## config.mk

```make
export PLATFORM = sky130hd
export DESIGN_NAME = press_classifier
export DESIGN_NICKNAME = d
export VERILOG_FILES = /design/src/rtl/press_classifier.sv
export SDC_FILE = /design/constraint.sdc
export NUM_CORES = 1
export LEC_CHECK = 0
export CAP_MARGIN = 20
export CORE_MARGIN = 3
export CORE_UTILIZATION = 52
export DETAILED_ROUTE_END_ITERATION = 8
export GPL_TIMING_DRIVEN = 0
export MAX_ROUTING_LAYER = met4
export PLACE_DENSITY = 0.74
export SYNTH_ARGS = -nofsm -noshare
export SYNTH_HDL_FRONTEND = slang
export SYNTH_SLANG_ARGS = --single-unit
```

## constraint.sdc

```tcl
create_clock -name clk -period 1.99 [get_ports clk]
set_input_delay 0.2985 -clock clk [delete_from_list [all_inputs] [get_ports clk]]
set_output_delay 0.2985 -clock clk [all_outputs]
set_load 0.01 [all_outputs]
```

## src/rtl/press_classifier.sv

```systemverilog
// -----------------------------------------------------------------------------
// press_classifier
//
// Turns the debounced button level into single-cycle gesture strobes:
//   short press  - press released, and no second press within the gap window
//   long press   - button held for LONG_MS milliseconds
//   double click - second press starting within the gap window
//
// Time is measured in milliseconds using an internal prescaler, so no
// external tick is needed.
//
// Parameters
//   TICK_M      clk cycles per 1 ms tick
//   LONG_MS     hold time (ms) that qualifies a long press
//   DCLICK_MS   maximum release gap (ms) for a double click
//
// Ports
//   clk          in   system clock
//   reset        in   asynchronous, active-high reset
//   db           in   debounced button level, synchronous to clk
//   short_tick   out  one-cycle pulse: short press completed
//   long_tick    out  one-cycle pulse: long-press threshold reached
//   double_tick  out  one-cycle pulse: second press of a double click
//   busy         out  high while a gesture is in progress (state != IDLE)
// -----------------------------------------------------------------------------
module press_classifier #(
   parameter int TICK_M    = 100_000,
   parameter int LONG_MS   = 500,
   parameter int DCLICK_MS = 250
) (
   input  logic clk,
   input  logic reset,
   input  logic db,
   output logic short_tick,
   output logic long_tick,
   output logic double_tick,
   output logic busy
);

   // ------------------------------------------------------------------------
   // Derived widths
   // ------------------------------------------------------------------------
   localparam int PRESC_W = (TICK_M > 1) ? $clog2(TICK_M) : 1;
   localparam int MS_MAX  = (LONG_MS > DCLICK_MS) ? LONG_MS : DCLICK_MS;
   localparam int MS_W    = $clog2(MS_MAX + 1);

   localparam logic [PRESC_W-1:0] PRESC_LAST = PRESC_W'(TICK_M - 1);
   localparam logic [MS_W-1:0]    LONG_LAST  = MS_W'(LONG_MS - 1);
   localparam logic [MS_W-1:0]    GAP_LAST   = MS_W'(DCLICK_MS - 1);
   localparam logic [MS_W-1:0]    MS_SAT     = {MS_W{1'b1}};

   // ------------------------------------------------------------------------
   // State machine encoding
   // ------------------------------------------------------------------------
   typedef enum logic [2:0] {
      IDLE      = 3'd0,
      PRESS1    = 3'd1,
      LONG_HELD = 3'd2,
      GAP       = 3'd3,
      PRESS2    = 3'd4
   } state_t;

   state_t               state_q,  state_d;
   logic [PRESC_W-1:0]   presc_q,  presc_d;
   logic [MS_W-1:0]      ms_cnt_q, ms_cnt_d;
   logic                 db_prev_q;
   logic                 short_q,  short_d;
   logic                 long_q,   long_d;
   logic                 double_q, double_d;

   logic                 rise;
   logic                 ms_tick;
   logic                 long_hit;
   logic                 gap_hit;

   // ------------------------------------------------------------------------
   // Edge detect and timer decode
   // ------------------------------------------------------------------------
   // db_prev resets high so a button held down through reset does not look
   // like a fresh press; it must be released and pressed again.
   assign rise     = db & ~db_prev_q;
   assign ms_tick  = (presc_q == PRESC_LAST);
   // Both thresholds fire on the ms tick that completes the final
   // millisecond, i.e. exactly N*TICK_M edges after the state was entered.
   assign long_hit = ms_tick & (ms_cnt_q == LONG_LAST);
   assign gap_hit  = ms_tick & (ms_cnt_q == GAP_LAST);

   // ------------------------------------------------------------------------
   // Next-state and event decode
   // ------------------------------------------------------------------------
   always_comb begin
      state_d  = state_q;
      short_d  = 1'b0;
      long_d   = 1'b0;
      double_d = 1'b0;

      unique case (state_q)
         IDLE: begin
            if (rise) begin
               state_d = PRESS1;
            end
         end

         PRESS1: begin
            // Release takes priority over a coincident long expiry.
            if (!db) begin
               state_d = GAP;
            end else if (long_hit) begin
               state_d = LONG_HELD;
               long_d  = 1'b1;
            end
         end

         LONG_HELD: begin
            if (!db) begin
               state_d = IDLE;
            end
         end

         GAP: begin
            // A rise on the same edge as gap expiry still counts as a
            // double click.
            if (rise) begin
               state_d  = PRESS2;
               double_d = 1'b1;
            end else if (gap_hit) begin
               state_d = IDLE;
               short_d = 1'b1;
            end
         end

         PRESS2: begin
            // Holding the second press never escalates to a long press.
            if (!db) begin
               state_d = IDLE;
            end
         end

         default: begin
            state_d = IDLE;
         end
      endcase
   end

   // ------------------------------------------------------------------------
   // Millisecond timer next-state
   // ------------------------------------------------------------------------
   // The timer restarts on every state change so each state measures its
   // own dwell time from the entering edge. It is held at zero in IDLE since
   // nothing there depends on elapsed time.
   always_comb begin
      presc_d  = presc_q;
      ms_cnt_d = ms_cnt_q;

      if ((state_d != state_q) || (state_q == IDLE)) begin
         presc_d  = '0;
         ms_cnt_d = '0;
      end else if (ms_tick) begin
         presc_d = '0;
         if (ms_cnt_q != MS_SAT) begin
            ms_cnt_d = ms_cnt_q + MS_W'(1);
         end
      end else begin
         presc_d = presc_q + PRESC_W'(1);
      end
   end

   // ------------------------------------------------------------------------
   // Registers
   // ------------------------------------------------------------------------
   always_ff @(posedge clk or posedge reset) begin
      if (reset) begin
         state_q   <= IDLE;
         presc_q   <= '0;
         ms_cnt_q  <= '0;
         db_prev_q <= 1'b1;
         short_q   <= 1'b0;
         long_q    <= 1'b0;
         double_q  <= 1'b0;
      end else begin
         state_q   <= state_d;
         presc_q   <= presc_d;
         ms_cnt_q  <= ms_cnt_d;
         db_prev_q <= db;
         short_q   <= short_d;
         long_q    <= long_d;
         double_q  <= double_d;
      end
   end

   // ------------------------------------------------------------------------
   // Outputs
   // ------------------------------------------------------------------------
   // Each event is decoded on a distinct transition, so at most one strobe
   // is ever high in a given cycle.
   assign short_tick  = short_q;
   assign long_tick   = long_q;
   assign double_tick = double_q;
   assign busy        = (state_q != IDLE);

endmodule

```

==> flow_summary.toml <==
[critical_path]
reg2reg_from = "ms_cnt_q[0]"
slowest_stage = "or4_4"
crit_arrival_ps = 2340
crit_type = "flip-flop to flip-flop"
r2r_slack_ps = -110
crit_path_max_incr_delay_ps = 520
required_ps = 2230
rr_worst_depth = 8
crit_path_max_fanout = 10
cp-end-kind = "flip-flop"
crit_chain = "ha_1 > nand4b_1 > or4_4 > nor2_4 > a2111oi_4 > o22ai_4 > buf_6 > nor2_1"
crit_family = "simple AND/OR/NAND/NOR gates"
cp-start-kind = "flip-flop"
cp_num_buf_inv = 1
rr_endpoint = "ms_cnt_q[2]"

[die]
dieArea_mm2 = 0.00413
ios = 7
chipHeight_um = 64.3
floorplan.initialDensity_pct = 56.0
coreArea_mm2 = 0.00315
dieWidth_um = 64.3
rows = 20

[logic_synthesis]
synth.distinct_cells = 41
syn_avg_cell_area_um2 = 10.2
yosysTopAreaCellShare_pct = 45.3
synth.area.top_cells = "dfrtp_1 45%, xor2_1 6.9%, nor2_1 4.9%, xnor2_1 4.0%, nand4_1 3.5%"
ys_ff_latch = 33
syn_area_mm2 = 0.00177
seq_area_frac_synth_pct = 46.8
ys.warnings.count = 0
netlist.top_cell.by_area = "dfrtp_1"
synth_fp_nets = 181
yosysMostFrequentCell = "dfrtp_1"
netlist_instances = 174
synth_common_cells = "32 x dfrtp_1, 23 x nor2_1, 14 x xor2_1"
synth_edf_count = 0
synth-async-reset-ratio_pct = 100
synthFlopType = "dfrtp_1"

[clock_network]
cts_root_buffer = "clkbuf_4"
cts.sinks = 33
cts_max_path_buffers = 2
htree_levels = 2
clock_latency_ps = 340
cts.clk_slew.worst_paths_ps = 110
cts_tree = "yes"
cts_made_buffers = 5

[grt]
first_global_vias = 1358
antenna_found_initial = 0
grt_use_total_pct = 21.2
grt_max_degree = 24
overflow = 0
grt_pass1_wl_mm = 6.54

[drt]
drtIter0Drc = 100
routed_wl_mm = 4.05
drt_first_pass_iters = 4
drc = 0
dr_total_vias = 1472
routedWlPerCell_um = 15.7
antenna_left = 0
viasPerCell = 5.73

[flow_run]
maxCapViolCount = 0

[timing]
fin_skew_ps = 10.3
slew_headroom_pct = 59.1
timing_hold_violations_final = 0
period_share_pct = 105
fin_ws_ps = -109
period_needed_ps = 2100
worstMarginPinSlew_ps = 611
rsz0062_at_grt = "yes"
fmax_mhz = 476
setup_violations = 26
slew_viol_final = 0

[finish]
fin_area_mm2 = 0.00224
diodes = 0
layout-drive-gt1-share_pct = 28.6
num-fill-cells = 232
area_growth_pct = 26.6
nNetsFinal = 219

[placement]
dp_hpwl_mm = 2.36
gp_congestion = 0.919
place_area_mm2 = 0.00195
port_buffers = 6

[power]
finalPower_w = 0.00190
power_density_mw_per_mm2 = 850
p_leak_nw = 0.919
ir_worst_vdd_uv = 464

[status]
status = "finished with violations"
violations = "negative setup slack"

[min_path]
worstHoldEndpoint = "db_prev_q"
hold_class = "primary input to flip-flop"
holdPathStages = 1
hold_path.startpoint = "db"
==> cell usage in the layout (no fill, tap or decap), types with 3 or more instances in the layout <==
cell type,instances
buf_6,5
nand2_1,12
xnor2_1,8
inv_1,7
nand4_1,10
dfrtp_1,29
clkbuf_4,6
nand3_1,6
xor2_1,14
nor2_2,5
buf_4,21
clkbuf_1,3
clkdlybuf4s50_1,4
and3_4,3
nor3_1,10
dfrtp_2,3
nor2_1,23
==> layout make-up <==
cell class                      count  area (um2)  share of cell area (%)
Clock buffer                        8        58.8                    2.63
Sequential cell                    33         831                    37.1
Inverter                            7        26.3                    1.17
Multi-Input combinational cell    130         952                    42.6
Buffer                              4        33.8                    1.51
Tap cell                           44        55.1                    2.46
Timing Repair Buffer               31         280                    12.5
==> report_power, final <==
group / switching [W] / internal (W)
clock: 0.000236 / 0.000174
combinational: 0.000421 / 0.000323
sequential: 0.0000335 / 0.000714
==> cell families after synthesis <==
logic type               share of synthesized area [%]
AO/OA/AOI/OAI                                     6.73
XOR/XNOR                                          10.9
adder cells (fa/ha/maj)                           2.83
buffers and inverters                             3.19
flip-flops                                        46.8
multiplexers                                     0.567
AND/OR/NAND/NOR                                   29.0
==> state kept, by name, indices dropped and copies added (netlist names) <==
| name | flops |
|---|---|
| presc_q | 17 |
| ms_cnt_q | 9 |
| state_q | 3 |
| db_prev_q | 1 |
| double_tick | 1 |
| long_tick | 1 |
| short_tick | 1 |
==> worst register-to-register path: cells and delay by family, from the launching register on <==
family / cells / cell delay [ps]
AND/OR/NAND/NOR: 4 / 850
adder cells (fa/ha/maj): 1 / 180
buffers and inverters: 1 / 200
AO/OA/AOI/OAI: 2 / 360
flip-flops: 1 / 430
==> per-stage QoR <==
stage | util [%] | setup slack [ps] | hold WS [ps] | cells | setup TNS (ps)
floorplan | - | -70.3 | 303 | 174 | -278
global placement | 61.0 | -387 | 484 | 224 | -7630
detailed placement | 61.9 | -485 | 494 | 225 | -8520
CTS | 67.9 | -110 | 284 | 249 | -2380
global route | 71.0 | -220 | 189 | 257 | -5250
finish | 71.0 | -109 | 200 | 257 | -2500
==> routing by layer <==
metal | global-route usage [%] | routed length, um | up-vias
met5 | - | 0 | -
met4 | 7.39 | 69 | 0
met3 | 6.15 | 155 | 8
met2 | 30.4 | 1910 | 39
met1 | 28.6 | 1910 | 720
li1 | - | - | 705
==> worst max-delay path by stage <==
stage	endpoint	slack (ps)	cells past startpoint	from
after floorplan	ms_cnt_q[3]	-70	8	ms_cnt_q[3]
after global placement	presc_q[1]	-390	7	db
after detailed placement	presc_q[1]	-490	7	db
after CTS	presc_q[1]	-110	8	ms_cnt_q[0]
after global routing	ms_cnt_q[2]	-220	9	ms_cnt_q[1]
final	ms_cnt_q[2]	-110	8	ms_cnt_q[0]
==> what timing repair did <==
action,in CTS,in global routing
hold buffers,0,0
pin swaps,3,3
cloned,1,0
setup buffers,15,8
gates resized for setup,7,8
setup endpoints to repair,27,26
No activity file was read; power rests on OpenSTA's default activity.
